$ cat src/rtl/generic_mem_pkg.sv
// Shared definitions for the memory utility blocks: loader state encoding
// and the bytes-per-word helper.
package generic_mem_pkg;

  typedef enum logic [1:0] {
    ST_IDLE    = 2'd0,
    ST_COLLECT = 2'd1,
    ST_WRITE   = 2'd2,
    ST_DONE    = 2'd3
  } loader_state_t;

  // Number of byte lanes in a memory word.
  function automatic int bytes_per_word(input int data_width);
    return data_width / 8;
  endfunction

endpackage

$ cat src/rtl/generic_mem_loader_byte_word_packer.sv
// Assembles a little-endian byte stream into words: tracks the current byte
// lane, inserts each accepted byte into it and flags the last lane of a word.
// word_next is the word as it will look once the presented byte is taken, so
// the parent can register a complete word on the same edge as the last byte.
module byte_word_packer
  import generic_mem_pkg::*;
#(
  parameter int DATA_WIDTH = 32
) (
  input  logic                  clk,
  input  logic                  rst_n,
  input  logic                  clear,
  input  logic                  accept,
  input  logic [7:0]            byte_data,
  output logic [DATA_WIDTH-1:0] word_next,
  output logic                  last
);

  localparam int BPW = bytes_per_word(DATA_WIDTH);
  localparam int IW  = (BPW > 1) ? $clog2(BPW) : 1;

  logic [IW-1:0]         idx;
  logic [DATA_WIDTH-1:0] word;

  assign last = (idx == IW'(BPW - 1));

  // Lane insertion: byte 0 of a word lands in the least significant lane.
  always_comb begin
    word_next = word;
    for (int l = 0; l < BPW; l++) begin
      if (idx == IW'(l)) word_next[8*l +: 8] = byte_data;
    end
  end

  // Lane index and partial word; both restart on a new session.
  always_ff @(posedge clk) begin
    if (!rst_n) begin
      idx  <= '0;
      word <= '0;
    end else if (clear) begin
      idx  <= '0;
      word <= '0;
    end else if (accept) begin
      word <= word_next;
      idx  <= last ? '0 : idx + IW'(1);
    end
  end

endmodule

$ cat src/rtl/generic_mem_loader.sv
// Runtime memory image loader: packs a byte stream into words and writes
// them to consecutive addresses starting at a base, for a given word count.
//
//   state      | meaning
//   -----------+-----------------------------------------------------------
//   ST_IDLE    | waiting for i_start; stream not accepted
//   ST_COLLECT | accepting bytes until a full word is packed
//   ST_WRITE   | one-cycle memory write of the packed word
//   ST_DONE    | one-cycle o_done pulse, then back to idle
module generic_mem_loader
  import generic_mem_pkg::*;
#(
  parameter int ADDRESS_WIDTH = 10,
  parameter int DATA_WIDTH    = 32
) (
  input  logic                     i_clk,
  input  logic                     i_rst_n,
  input  logic                     i_start,
  input  logic [ADDRESS_WIDTH-1:0] i_base_addr,
  input  logic [ADDRESS_WIDTH:0]   i_word_count,
  input  logic                     i_byte_valid,
  input  logic [7:0]               i_byte_data,
  output logic                     o_byte_ready,
  output logic                     o_mem_we,
  output logic [ADDRESS_WIDTH-1:0] o_mem_address,
  output logic [DATA_WIDTH-1:0]    o_mem_write_data,
  output logic                     o_busy,
  output logic                     o_done
);

  loader_state_t            state;
  logic [ADDRESS_WIDTH-1:0] base;
  logic [ADDRESS_WIDTH:0]   count;
  logic [ADDRESS_WIDTH:0]   word_idx;

  logic                     accept;
  logic                     clear;
  logic                     last;
  logic [DATA_WIDTH-1:0]    word_next;

  // o_byte_ready is a register, so acceptance never loops back through it.
  assign accept = o_byte_ready && i_byte_valid;
  assign clear  = (state == ST_IDLE) && i_start;

  byte_word_packer #(
    .DATA_WIDTH(DATA_WIDTH)
  ) u_packer (
    .clk      (i_clk),
    .rst_n    (i_rst_n),
    .clear    (clear),
    .accept   (accept),
    .byte_data(i_byte_data),
    .word_next(word_next),
    .last     (last)
  );

  // Session sequencing with all outputs registered alongside the state.
  // word_idx advances when the write is launched, so in ST_WRITE it already
  // holds the count of words written including the current one.
  always_ff @(posedge i_clk) begin
    if (!i_rst_n) begin
      state            <= ST_IDLE;
      base             <= '0;
      count            <= '0;
      word_idx         <= '0;
      o_byte_ready     <= 1'b0;
      o_mem_we         <= 1'b0;
      o_mem_address    <= '0;
      o_mem_write_data <= '0;
      o_busy           <= 1'b0;
      o_done           <= 1'b0;
    end else begin
      o_mem_we <= 1'b0;
      o_done   <= 1'b0;
      case (state)
        ST_IDLE: begin
          if (i_start) begin
            base     <= i_base_addr;
            count    <= i_word_count;
            word_idx <= '0;
            o_busy   <= 1'b1;
            if (i_word_count == '0) begin
              state  <= ST_DONE;
              o_done <= 1'b1;
            end else begin
              state        <= ST_COLLECT;
              o_byte_ready <= 1'b1;
            end
          end
        end
        ST_COLLECT: begin
          if (accept && last) begin
            state            <= ST_WRITE;
            o_byte_ready     <= 1'b0;
            o_mem_we         <= 1'b1;
            o_mem_address    <= base + word_idx[ADDRESS_WIDTH-1:0];
            o_mem_write_data <= word_next;
            word_idx         <= word_idx + 1'b1;
          end
        end
        ST_WRITE: begin
          if (word_idx == count) begin
            state  <= ST_DONE;
            o_done <= 1'b1;
          end else begin
            state        <= ST_COLLECT;
            o_byte_ready <= 1'b1;
          end
        end
        ST_DONE: begin
          state  <= ST_IDLE;
          o_busy <= 1'b0;
        end
        default: begin
          state        <= ST_IDLE;
          o_byte_ready <= 1'b0;
          o_busy       <= 1'b0;
        end
      endcase
    end
  end

endmodule

$ cat config.mk
export PLATFORM = sky130hd
export DESIGN_NAME = generic_mem_loader
export DESIGN_NICKNAME = d
export VERILOG_FILES = /design/src/rtl/generic_mem_pkg.sv /design/src/rtl/generic_mem_loader_byte_word_packer.sv /design/src/rtl/generic_mem_loader.sv
export SDC_FILE = /design/constraint.sdc
export NUM_CORES = 1
export LEC_CHECK = 0
export ABC_CLOCK_PERIOD_IN_PS = 3350
export BUFFER_PORTS_ARGS = -buffer_cell sky130_fd_sc_hd__buf_2
export CORE_ASPECT_RATIO = 1.1
export CORE_MARGIN = 2
export CORE_UTILIZATION = 45
export CTS_CLUSTER_SIZE = 8
export DETAILED_ROUTE_END_ITERATION = 16
export PLACE_DENSITY = 0.66
export SLEW_MARGIN = 15
export SYNTH_ARGS = -nofsm -noshare
export SYNTH_HDL_FRONTEND = slang
export SYNTH_SLANG_ARGS = --single-unit
$ cat constraint.sdc
create_clock -name i_clk -period 3.35 [get_ports i_clk]
set_clock_uncertainty 0.2 [all_clocks]
set_input_delay 1.005 -clock i_clk [delete_from_list [all_inputs] [get_ports i_clk]]
set_output_delay 1.005 -clock i_clk [all_outputs]
set_load 0.05 [all_outputs]
Yosys cells after proc, flatten, opt, wreduce, memory -nomap -nowiden
Index checks and enable logic that the tools add are counted.
{ "word_totals": {"register_bits": 114, "latch_bits": 0, "ramBits": 0, "mem_bits_ro": 0, "inputBits": 33, "output_inout_bits": 46, "word_cells": 69, "mem_count": 0} }
{ "op_classes": {"add_sub_neg": 3, "mul": 0, "n_div": 0, "n_lt_le_gt_ge": 0, "eq_ne": 11, "shift": 0, "muxes": 25, "n_bitwise": 1, "n_reduce_logical": 17} }
{ "ops": {"columns": ["op", "n"], "rows": [
  ["2-to-1 mux 8 bit", 4],
  ["2-to-1 mux 11 bit", 2],
  ["case mux 11 bit (2 select lines)", 1],
  ["adder 11 x 1 -> 11 bit (second input constant)", 1],
  ["equality test 11 bit", 1],
  ["logical NOT 11 bit", 1],
  ["adder 10 bit", 1],
  ["2-to-1 mux 2 bit", 5],
  ["AND reduction 2 bit", 5],
  ["2-to-1 mux 1 bit", 9],
  ["equality test 2 bit (second input constant)", 4],
  ["inequality test 2 bit (second input constant)", 4],
  ["case mux 2 bit (4 select lines)", 1],
  ["AND reduction 5 bit", 1],
  ["equality test 2 x 1 -> 1 bit (second input constant)", 2],
  ["logical NOT 2 bit", 2],
  ["case mux 1 bit (2 select lines)", 2],
  ["nonzero test 2 bit", 2],
  ["logical AND 1 bit", 3],
  ["case mux 1 bit (3 select lines)", 1],
  ["AND reduction 3 bit", 1],
  ["nonzero test 3 bit", 1],
  ["adder 2 x 1 -> 2 bit (second input constant)", 1],
  ["OR reduction 2 bit", 1],
  ["NOT 1 bit", 1]
]} }

Depth between registers and ports, before layout
Gate-level depths: netlist of the first run.
{ "logic_depth": {"ltp_word": 4, "ltp_mapped": 8, "mapped_depth_nobuf": 8} }

Modules after synthesis
Synthesis of the first run repeated with hierarchy kept, for this count alone.
{ "hier_totals": {"cells_unflattened": 645, "area_unflattened_um2": 5575.3} }
{ "modules_own_cells": {"columns": ["mod", "instances", "cells_per_inst", "area_per_inst_um2", "seq_area_each_um2"], "rows": [
  ["generic_mem_loader", 1, 451, 3704.8, 1601.5],
  ["byte_word_packer", 1, 194, 1870.5, 680.7]
]} }

Worst setup path after synthesis of the first run
No wires, ideal clock.
{ "synth_path": {"path_kind": "input to register", "startpoint": "in i_byte_valid", "endpoint": "reg word_idx[6]", "setup_time_ps": 75, "arrival_time_ps": 2070, "setup_slack_ps": 1005, "path_stages": 6, "cell_sequence": "buf_4 -> nand3_4 -> nor2_4 -> nor2_2 -> or4_1 -> o22ai_1"} }
{ "synth_between": {"elab_chain_cells": 4} }
{ "synth_rtl": {"columns": ["item", "line", "text"], "rows": [
  ["start: declaration", "generic_mem_loader.sv:21", "input logic i_byte_valid,"],
  ["logical AND 1 bit", "generic_mem_loader.sv:42", "assign accept = o_byte_ready && i_byte_valid;"],
  ["logical AND 1 bit", "generic_mem_loader.sv:92", "if (accept && last) begin"],
  ["inequality test 2 bit (no line)", null, null],
  ["AND reduction 3 bit (no line)", null, null],
  ["end signal: assignment", "generic_mem_loader.sv:98", "word_idx <= word_idx + 1'b1;"],
  ["end: declaration", "generic_mem_loader.sv:34", "logic [ADDRESS_WIDTH:0] word_idx;"]
]} }
Every way passes these cells.
A chain may end at the register's enable or synchronous reset.

Worst setup path in the final report of the first run
{ "layout_path": {"startpoint": "in i_byte_valid", "endpoint": "reg o_mem_write_data[12]"} }
{ "layout_between": {"elab_chain_cells": 3} }
{ "layout_rtl": {"columns": ["item", "line", "text"], "rows": [
  ["logical AND 1 bit", "generic_mem_loader.sv:42", null],
  ["logical AND 1 bit", "generic_mem_loader.sv:92", null],
  ["AND reduction 2 bit (no line)", null, null],
  ["end signal: assignment", "generic_mem_loader.sv:97", "o_mem_write_data <= word_next;"],
  ["end: declaration", "generic_mem_loader.sv:26", "output logic [DATA_WIDTH-1:0] o_mem_write_data,"]
]} }
Every way passes these cells.

==> metrics.txt, run 1 <==
# TYPE chip_impl_metric gauge
chip_impl_metric{name="antenna_left",unit=""} 0
chip_impl_metric{name="ys_seq_elements",unit=""} 106
chip_impl_metric{name="max_slew_margin",unit="%"} 63.48
chip_impl_metric{name="cts-resized-gates",unit=""} 0
chip_impl_metric{name="detailedRoute.firstIterationViolations",unit=""} 185
chip_impl_metric{name="die_height",unit="um"} 111.9
chip_impl_metric{name="overflow_after_grt",unit=""} 0
chip_impl_metric{name="finish.net_count",unit=""} 653
chip_impl_metric{name="crit_required",unit="ns"} 3.41
chip_impl_info{name="hp-class",value="flip-flop to flip-flop"} 1
chip_impl_metric{name="timing_limited_maximum_frequency",unit="MHz"} 416.5
chip_impl_metric{name="antenna_found_initial",unit=""} 0
chip_impl_info{name="worst_path_dominant_cell_family",value="buffers and inverters"} 1
chip_impl_metric{name="p_per_area",unit="mW/mm2"} 467.9
chip_impl_info{name="setup_repair_after_global_routing_missed_its_margin",value="no"} 1
chip_impl_metric{name="max-clock-path-buffers",unit=""} 2
chip_impl_metric{name="post_synth_num_cell_types",unit=""} 48
chip_impl_info{name="cp_common_cell",value="buf_4"} 1
chip_impl_metric{name="clk_transition_reported_paths",unit="ns"} 0.07
chip_impl_metric{name="fp.dieArea",unit="mm2"} 0.01142
chip_impl_info{name="synth_top_cells_by_count",value="dfxtp_1, nand2_1, nor2_1"} 1
chip_impl_metric{name="final.setup.tns",unit="ns"} 0
chip_impl_metric{name="cts_buffers",unit=""} 9
chip_impl_metric{name="clock_sinks",unit=""} 106
chip_impl_metric{name="ys_seq_area_share",unit="%"} 44.58
chip_impl_metric{name="dp_cells",unit=""} 737
chip_impl_metric{name="design.portCount",unit=""} 79
chip_impl_metric{name="mappedNetlistNets",unit=""} 598
chip_impl_metric{name="starting_utilization_of_the_core_area",unit="%"} 46.01
chip_impl_metric{name="setup_viol_count_final",unit=""} 0
chip_impl_metric{name="total_leakage_power",unit="nW"} 2.344
chip_impl_metric{name="synth_warnings",unit=""} 0
chip_impl_metric{name="crit_fanout",unit=""} 21
chip_impl_metric{name="worstMarginPinSlew",unit="ns"} 0.5463
chip_impl_info{name="setup.worst_path.end_class",value="flip-flop"} 1
chip_impl_metric{name="wl",unit="mm"} 10.99
chip_impl_metric{name="rr_worst_depth",unit=""} 8
chip_impl_metric{name="setup.reg_to_reg.worst_slack",unit="ns"} 1.09
chip_impl_metric{name="avgSynthCellArea",unit="um2"} 8.654
chip_impl_metric{name="report.final.slew_viol_count",unit=""} 0
chip_impl_metric{name="n_fill_cell",unit=""} 1011
chip_impl_metric{name="route.vias.total",unit=""} 3987
chip_impl_info{name="tritoncts_clock_tree",value="yes"} 1
chip_impl_metric{name="gp_routability_congestion",unit=""} 0.8178
chip_impl_metric{name="clk_latency_worst_skew_pair",unit="ns"} 0.35
chip_impl_metric{name="vias_per_cell",unit=""} 5.295
chip_impl_metric{name="critPathArrivalTime",unit="ns"} 2.46
chip_impl_metric{name="yosys.area.top_type_share",unit="%"} 44.58
chip_impl_metric{name="route.detailed.wl_per_inst",unit="um"} 14.59
chip_impl_metric{name="cp.buffers_inverters",unit=""} 3
chip_impl_info{name="crit_path_start_kind",value="input pin"} 1
chip_impl_metric{name="finalHoldViolations",unit=""} 0
chip_impl_info{name="timing.critical_path.to",value="o_mem_write_data[12]$_SDFFE_PN0P_"} 1
chip_impl_metric{name="htree_levels",unit=""} 3
chip_impl_info{name="yosys_most_used_dff",value="dfxtp_1"} 1
chip_impl_info{name="crit_path_cell_trace",value="buf_2 -> nand3_4 -> nor2_4 -> buf_4 -> buf_4 -> nor2_1 -> a211oi_1"} 1
chip_impl_metric{name="area.sequential",unit="mm2"} 0.002122
chip_impl_metric{name="synth_async_sr_flop_share",unit="%"} 0
chip_impl_metric{name="post-cts-setup-buffers",unit=""} 0
chip_impl_info{name="yosys-top-cells-area",value="dfxtp_1, mux2i_1, nand2_1"} 1
chip_impl_metric{name="cts_hold_buf",unit=""} 0
chip_impl_metric{name="min_period",unit="ns"} 2.401
chip_impl_info{name="rr_endpoint",value="o_mem_address[6]$_SDFFE_PN0P_"} 1
chip_impl_metric{name="vias_in_the_first_global_route",unit=""} 3768
chip_impl_info{name="outcome",value="completed"} 1
chip_impl_metric{name="postSynthCellCount",unit=""} 550
chip_impl_metric{name="remaining_drc_errors",unit=""} 0
chip_impl_metric{name="die_width",unit="um"} 102.1
chip_impl_metric{name="drt_pass1_iterations",unit=""} 4
chip_impl_info{name="synth.most_common_cell",value="dfxtp_1"} 1
chip_impl_info{name="critPathSlowestCell",value="nor2_4"} 1
chip_impl_metric{name="pin_count_of_the_biggest_net_entering_global_routing",unit=""} 33
chip_impl_info{name="timing_worst_setup_path_type",value="input pin to flip-flop"} 1
chip_impl_metric{name="syn2layout_area_growth",unit="%"} 15.90
chip_impl_metric{name="synth_enable_flop_cells",unit=""} 0
chip_impl_info{name="yosys.area.top_type",value="dfxtp_1"} 1
chip_impl_metric{name="path_depth",unit=""} 7
chip_impl_metric{name="final_period_utilization",unit="%"} 71.67
chip_impl_metric{name="final_antenna_diode_count",unit=""} 0
chip_impl_metric{name="grt_pass1_wl",unit="mm"} 18.02
chip_impl_info{name="reg2reg_from",value="word_idx[0]$_SDFFE_PN0P_"} 1
chip_impl_info{name="cts_root_buffer",value="clkbuf_16"} 1
chip_impl_metric{name="floorplan.rows",unit=""} 39
chip_impl_metric{name="finish.cell_count_without_fillers",unit=""} 753
chip_impl_metric{name="core_area",unit="mm2"} 0.01034
chip_impl_metric{name="ir_worst_vdd",unit="mV"} 0.2547
chip_impl_metric{name="dp_hpwl",unit="mm"} 7.933
chip_impl_metric{name="final_layout_size_suffix_gt1_share",unit="%"} 18.69
chip_impl_metric{name="port_buffers",unit=""} 78
chip_impl_metric{name="crit_path_max_incr_delay",unit="ns"} 0.35
chip_impl_metric{name="synthesis.area",unit="mm2"} 0.004760
chip_impl_metric{name="global_route.usage.total",unit="%"} 19.92
chip_impl_metric{name="drv_cap",unit=""} 0
chip_impl_info{name="crit_path_start",value="i_byte_valid"} 1
chip_impl_metric{name="multiInputGateArea",unit="mm2"} 0.002430
placed cells by master (no fill, tap or decap), drive strengths merged, types with 2 or more instances in the layout:
master,count
dfxtp,106
or4,2
o21ai,12
buf,86
clkinv,3
nor2b,2
inv,7
nand3,21
nor3,9
xnor2,11
nand2b,4
a21o,3
a21oi,48
a211oi,27
a31oi,4
and3,3
o211ai,2
nor2,64
nand4,8
o221a,2
clkbuf,10
clkinvlp,3
a31o,2
xor2,4
or3,3
nor4,4
mux2i,50
and2,2
nand2,83
ha,14
flip-flops by register name, indices dropped and copies added (netlist names):
name / count
o_mem_we: 1
base: 10
word_idx: 11
o_done: 1
o_busy: 1
count: 11
u_packer.word: 24
o_mem_write_data: 32
u_packer.idx: 2
o_byte_ready: 1
o_mem_address: 10
state: 2
kinds of logic (layout without fill, tap and decap cells):
family                   Yosys count  in the layout  synth area share (%)
buffers and inverters             50            110                 4.364
adder cells (fa/ha/maj)           15             15                 4.101
AO/OA/AOI/OAI                    105            105                 13.59
multiplexers                      51             51                 10.75
AND/OR/NAND/NOR                  208            208                 19.85
flip-flops                       106            106                 44.58
XOR/XNOR                          15             15                 2.760
metal layers:
layer | share of wire [%] | track usage [%] | routed length [um] | vias to the layer above
met5 | 0 | 0 | 0 | -
met4 | 1.8 | 7.289 | 195 | 0
met3 | 4.8 | 3.390 | 522 | 13
met2 | 50 | 34.25 | 5443 | 95
met1 | 44 | 24.75 | 4827 | 1861
li1 | - | - | - | 2018
worst reg2reg max path, stage by stage, from the launching register on:
cell and delay, ns:
dfxtp_1 0.49, ha_1 0.23, inv_1 0.06, fa_1 0.37
nand2b_1 0.19, a21oi_1 0.23, a31oi_1 0.15, nand4_1 0.11
o221ai_1 0.10
report_power, final:
| part | internal [mW] | switching (mW) | total (mW) |
|---|---|---|---|
| Clock | 0.600 | 0.472 | 1.07 |
| Sequential | 1.28 | 0.0233 | 1.31 |
| Combinational | 0.0747 | 0.128 | 0.202 |
| Total | 1.96 | 0.623 | 2.58 |
layout make-up:
class                      count  share of cell area (%)
sequential                   106                   38.47
multi-input combinational    394                   44.05
tap                          143                   3.243
clock inverter                 6                   1.202
clock buffer                  10                   4.332
timing repair buffer          86                   8.165
inverter                       8                  0.5443
worst min path at each step:
stage	start	to	slack [ns]	cells past startpoint
final	o_mem_address[4]$_SDFFE_PN0P_	o_mem_address[4]$_SDFFE_PN0P_	0.25	2
after global routing	o_mem_address[2]$_SDFFE_PN0P_	o_mem_address[2]$_SDFFE_PN0P_	0.28	2
after CTS	o_busy$_SDFFE_PN0P_	o_busy$_SDFFE_PN0P_	0.26	2
after detailed placement	o_mem_write_data[29]$_SDFFE_PN0P_	o_mem_write_data[29]$_SDFFE_PN0P_	0.25	2
after global placement	o_busy$_SDFFE_PN0P_	o_busy$_SDFFE_PN0P_	0.24	2
after floorplan	base[0]$_SDFFE_PN0P_	base[0]$_SDFFE_PN0P_	0.24	2
per-stage QoR:
step | hold WS (ns) | utilization [%] | setup WS (ns) | area (um2) | power, mW
floorplan | 0.2406 | - | 1.005 | 4760 | 1.478
global placement | 0.2411 | 50.37 | 0.6744 | 5211 | 1.534
detailed placement | 0.2487 | 50.37 | 0.6011 | 5211 | 1.539
CTS | 0.2625 | 53.33 | 0.9486 | 5517 | 2.604
global route | 0.2833 | 53.33 | 0.7724 | 5517 | 2.671
finish | 0.2539 | 53.33 | 0.9489 | 5517 | 2.581
No activity file was read; power rests on OpenSTA's default activity.
==> run 2, diff against run 1 <==
- ABC_CLOCK_PERIOD_IN_PS: 3350 -> 2250
- clock period: 3.35 -> 2.25 ns (I/O delays scaled with it)
==> metrics.txt, run 2 (same netlist as run 1, synthesis figures left out) <==
# TYPE chip_impl_metric gauge
chip_impl_metric{name="crit_fanout",unit=""} 9
chip_impl_metric{name="worstMarginPinSlew",unit="ns"} 0.5412
chip_impl_metric{name="critPathArrivalTime",unit="ns"} 1.22
chip_impl_metric{name="place_ws",unit="ns"} 0.1447
chip_impl_info{name="hp-class",value="flip-flop to flip-flop"} 1
chip_impl_metric{name="max_slew_margin",unit="%"} 63.82
chip_impl_metric{name="drv_cap",unit=""} 0
chip_impl_metric{name="route.detailed.wl_per_inst",unit="um"} 14.64
chip_impl_metric{name="core_area",unit="mm2"} 0.01034
chip_impl_metric{name="clock_sinks",unit=""} 106
chip_impl_metric{name="die_width",unit="um"} 102.1
chip_impl_info{name="layout_commonest_cell",value="dfxtp_1"} 1
chip_impl_metric{name="floorplan.rows",unit=""} 39
chip_impl_metric{name="power_frac_clock",unit="%"} 40.6
chip_impl_metric{name="fp.dieArea",unit="mm2"} 0.01142
chip_impl_metric{name="final_period_utilization",unit="%"} 93.02
chip_impl_metric{name="global_route.usage.total",unit="%"} 20.61
chip_impl_metric{name="final_antenna_diode_count",unit=""} 0
chip_impl_metric{name="route.vias.total",unit=""} 4042
chip_impl_metric{name="globalRouteMet2Util",unit="%"} 35.66
chip_impl_metric{name="pin_count_of_the_biggest_net_entering_global_routing",unit=""} 56
chip_impl_metric{name="min_delay_path_depth",unit=""} 2
chip_impl_metric{name="htree_levels",unit=""} 3
chip_impl_metric{name="p_per_area",unit="mW/mm2"} 674.6
chip_impl_metric{name="power.switching_fraction",unit="%"} 24.75
chip_impl_info{name="hold_path.startpoint",value="o_mem_write_data[26]$_SDFFE_PN0P_"} 1
chip_impl_metric{name="remaining_drc_errors",unit=""} 0
chip_impl_metric{name="rr_worst_depth",unit=""} 8
chip_impl_metric{name="finalHoldViolations",unit=""} 0
chip_impl_metric{name="dp_hpwl",unit="mm"} 8.344
chip_impl_metric{name="antenna_left",unit=""} 0
chip_impl_metric{name="cp.buffers_inverters",unit=""} 1
chip_impl_metric{name="area.sequential",unit="mm2"} 0.002123
chip_impl_info{name="most-common-layout-cells",value="dfxtp_1, nand2_1, buf_2, nor2_1, mux2i_1"} 1
chip_impl_info{name="hold_end",value="o_mem_write_data[26]$_SDFFE_PN0P_"} 1
chip_impl_metric{name="report.final.slew_viol_count",unit=""} 0
chip_impl_metric{name="clk_transition_reported_paths",unit="ns"} 0.07
chip_impl_metric{name="grt_util_met1",unit="%"} 25.71
chip_impl_metric{name="gp_routability_congestion",unit=""} 0.8798
chip_impl_metric{name="vias_per_cell",unit=""} 5.270
chip_impl_info{name="outcome",value="completed"} 1
chip_impl_metric{name="post-route-worst-setup-slack",unit="ns"} 0.1571
chip_impl_metric{name="grt_pass1_wl",unit="mm"} 18.82
chip_impl_metric{name="max-clock-path-buffers",unit=""} 2
chip_impl_metric{name="post-cts-setup-buffers",unit=""} 0
chip_impl_info{name="grt-busiest-layer",value="met2"} 1
chip_impl_info{name="cts_root_buffer",value="clkbuf_16"} 1
chip_impl_metric{name="cts_hold_buf",unit=""} 0
chip_impl_metric{name="vias_in_the_first_global_route",unit=""} 3966
chip_impl_metric{name="cts_buffers",unit=""} 9
chip_impl_metric{name="setup.reg_to_reg.worst_slack",unit="ns"} 0.17
chip_impl_metric{name="power.share.combinational",unit="%"} 8.1
chip_impl_metric{name="finish.net_count",unit=""} 667
chip_impl_metric{name="power_report.internal_total",unit="mW"} 2.858
chip_impl_metric{name="clk_latency_worst_skew_pair",unit="ns"} 0.34
chip_impl_metric{name="setup_viol_count_final",unit=""} 0
chip_impl_info{name="largest-register",value="o_mem_write_data"} 1
chip_impl_metric{name="port_buffers",unit=""} 78
chip_impl_metric{name="timing_limited_maximum_frequency",unit="MHz"} 477.8
chip_impl_info{name="setup.worst_path.end_class",value="primary output"} 1
chip_impl_metric{name="overflow_after_grt",unit=""} 0
chip_impl_metric{name="ir_worst_vdd",unit="mV"} 0.3714
chip_impl_info{name="worst_path_dominant_cell_family",value="flip-flops"} 1
chip_impl_metric{name="n_fill_cell",unit=""} 1009
chip_impl_metric{name="multiInputGateArea",unit="mm2"} 0.002430
chip_impl_metric{name="crit_path_max_incr_delay",unit="ns"} 0.53
chip_impl_info{name="reg_top3",value="o_mem_write_data (32), u_packer.word (24)"} 1
chip_impl_info{name="timing_worst_setup_path_type",value="flip-flop to primary output"} 1
chip_impl_info{name="setup_repair_after_global_routing_missed_its_margin",value="no"} 1
chip_impl_info{name="reg2reg_from",value="base[0]$_SDFFE_PN0P_"} 1
chip_impl_metric{name="largest_reg_flops",unit=""} 32
chip_impl_info{name="critPathSlowestCell",value="dfxtp_1"} 1
chip_impl_info{name="rr_endpoint",value="o_mem_address[6]$_SDFFE_PN0P_"} 1
chip_impl_metric{name="starting_utilization_of_the_core_area",unit="%"} 46.01
chip_impl_metric{name="crit_required",unit="ns"} 1.37
chip_impl_metric{name="syn2layout_area_growth",unit="%"} 18.27
chip_impl_metric{name="detailedRoute.firstIterationViolations",unit=""} 126
chip_impl_metric{name="total_leakage_power",unit="nW"} 2.417
chip_impl_metric{name="met3_track_utilization_from_global_routing",unit="%"} 4.206
chip_impl_metric{name="net-switching-power",unit="uW"} 939.8
chip_impl_metric{name="antenna_found_initial",unit=""} 0
chip_impl_info{name="crit_path_start_kind",value="flip-flop"} 1
chip_impl_metric{name="min_period",unit="ns"} 2.093
chip_impl_metric{name="seq_power_share",unit="%"} 51.3
chip_impl_info{name="tritoncts_clock_tree",value="yes"} 1
chip_impl_metric{name="wl",unit="mm"} 11.23
chip_impl_metric{name="final_layout_size_suffix_gt1_share",unit="%"} 20.67
chip_impl_metric{name="final.setup.tns",unit="ns"} 0
chip_impl_metric{name="die_height",unit="um"} 111.9
chip_impl_info{name="crit_path_cell_trace",value="buf_2"} 1
chip_impl_metric{name="design.portCount",unit=""} 79
chip_impl_metric{name="drt_pass1_iterations",unit=""} 4
run 2: cell count changes in the layout (fill, tap and decap cells not counted):
cell        before  now
clkbuf_8         1    2
buf_12           0    1
bufinv_16        1    0
clkinv_2         1    0
clkinvlp_4       3    2
inv_8            0    2
buf_4            8   21
dfxtp_2          0    1
dfxtp_1        106  105
run 2: worst max-delay path by stage:
stage	from	to	slack, ns	cells past startpoint
4_1_cts	o_byte_ready$_SDFFE_PN0P_	o_byte_ready	0.14	1
6_report	o_byte_ready$_SDFFE_PN0P_	o_byte_ready	0.16	1
5_1_grt	base[0]$_SDFFE_PN0P_	o_mem_address[6]$_SDFFE_PN0P_	0.02	8
3_3_place_gp	i_byte_valid	o_mem_address[7]$_SDFFE_PN0P_	0.17	5
3_5_place_dp	word_idx[1]$_SDFFE_PN0P_	o_mem_address[6]$_SDFFE_PN0P_	0.14	7
2_1_floorplan	o_byte_ready$_SDFFE_PN0P_	word_idx[6]$_SDFFE_PN0P_	0.19	6
run 2: power groups by stage:
stage | sequential [mW] | combinational (mW) | clock (mW)
after floorplan | 1.99 | 0.215 | 0
after global placement | 1.99 | 0.302 | 0
after detailed placement | 1.99 | 0.308 | 0
after CTS | 1.95 | 0.309 | 1.59
after global routing | 1.95 | 0.340 | 1.66
final | 1.95 | 0.306 | 1.54
run 2: final cells by class:
cell class,instances,area share [%]
inverters,8,0.5335
clock buffers,11,4.490
clock inverters,5,0.8224
multi-input cells,394,43.17
repair buffers,100,10.09
well taps,143,3.178
flip-flops and latches,106,37.72
run 2: timing repair:
item                                   4_1_cts  5_1_grt
endpoints found under the hold margin        0        0
resized for setup                            0        1
setup endpoints to repair                    0        1
run 2: per-stage QoR:
step / cells / total power [mW] / area, um2 / hold WS [ns] / util [%]
finish: 767 / 3.798 / 5629 / 0.2558 / 54.41
global route: 767 / 3.951 / 5629 / 0.2694 / 54.41
CTS: 767 / 3.842 / 5628 / 0.2557 / 54.40
detailed placement: 751 / 2.300 / 5329 / 0.2462 / 51.51
global placement: 751 / 2.292 / 5329 / 0.2433 / 51.51
floorplan: 550 / 2.201 / 4760 / 0.2406 / -
run 2: metal layers:
layer	routed length, um	up-vias
li1	-	2042
met1	4832	1891
met2	5683	90
met3	520	19
met4	193	0
met5	0	-
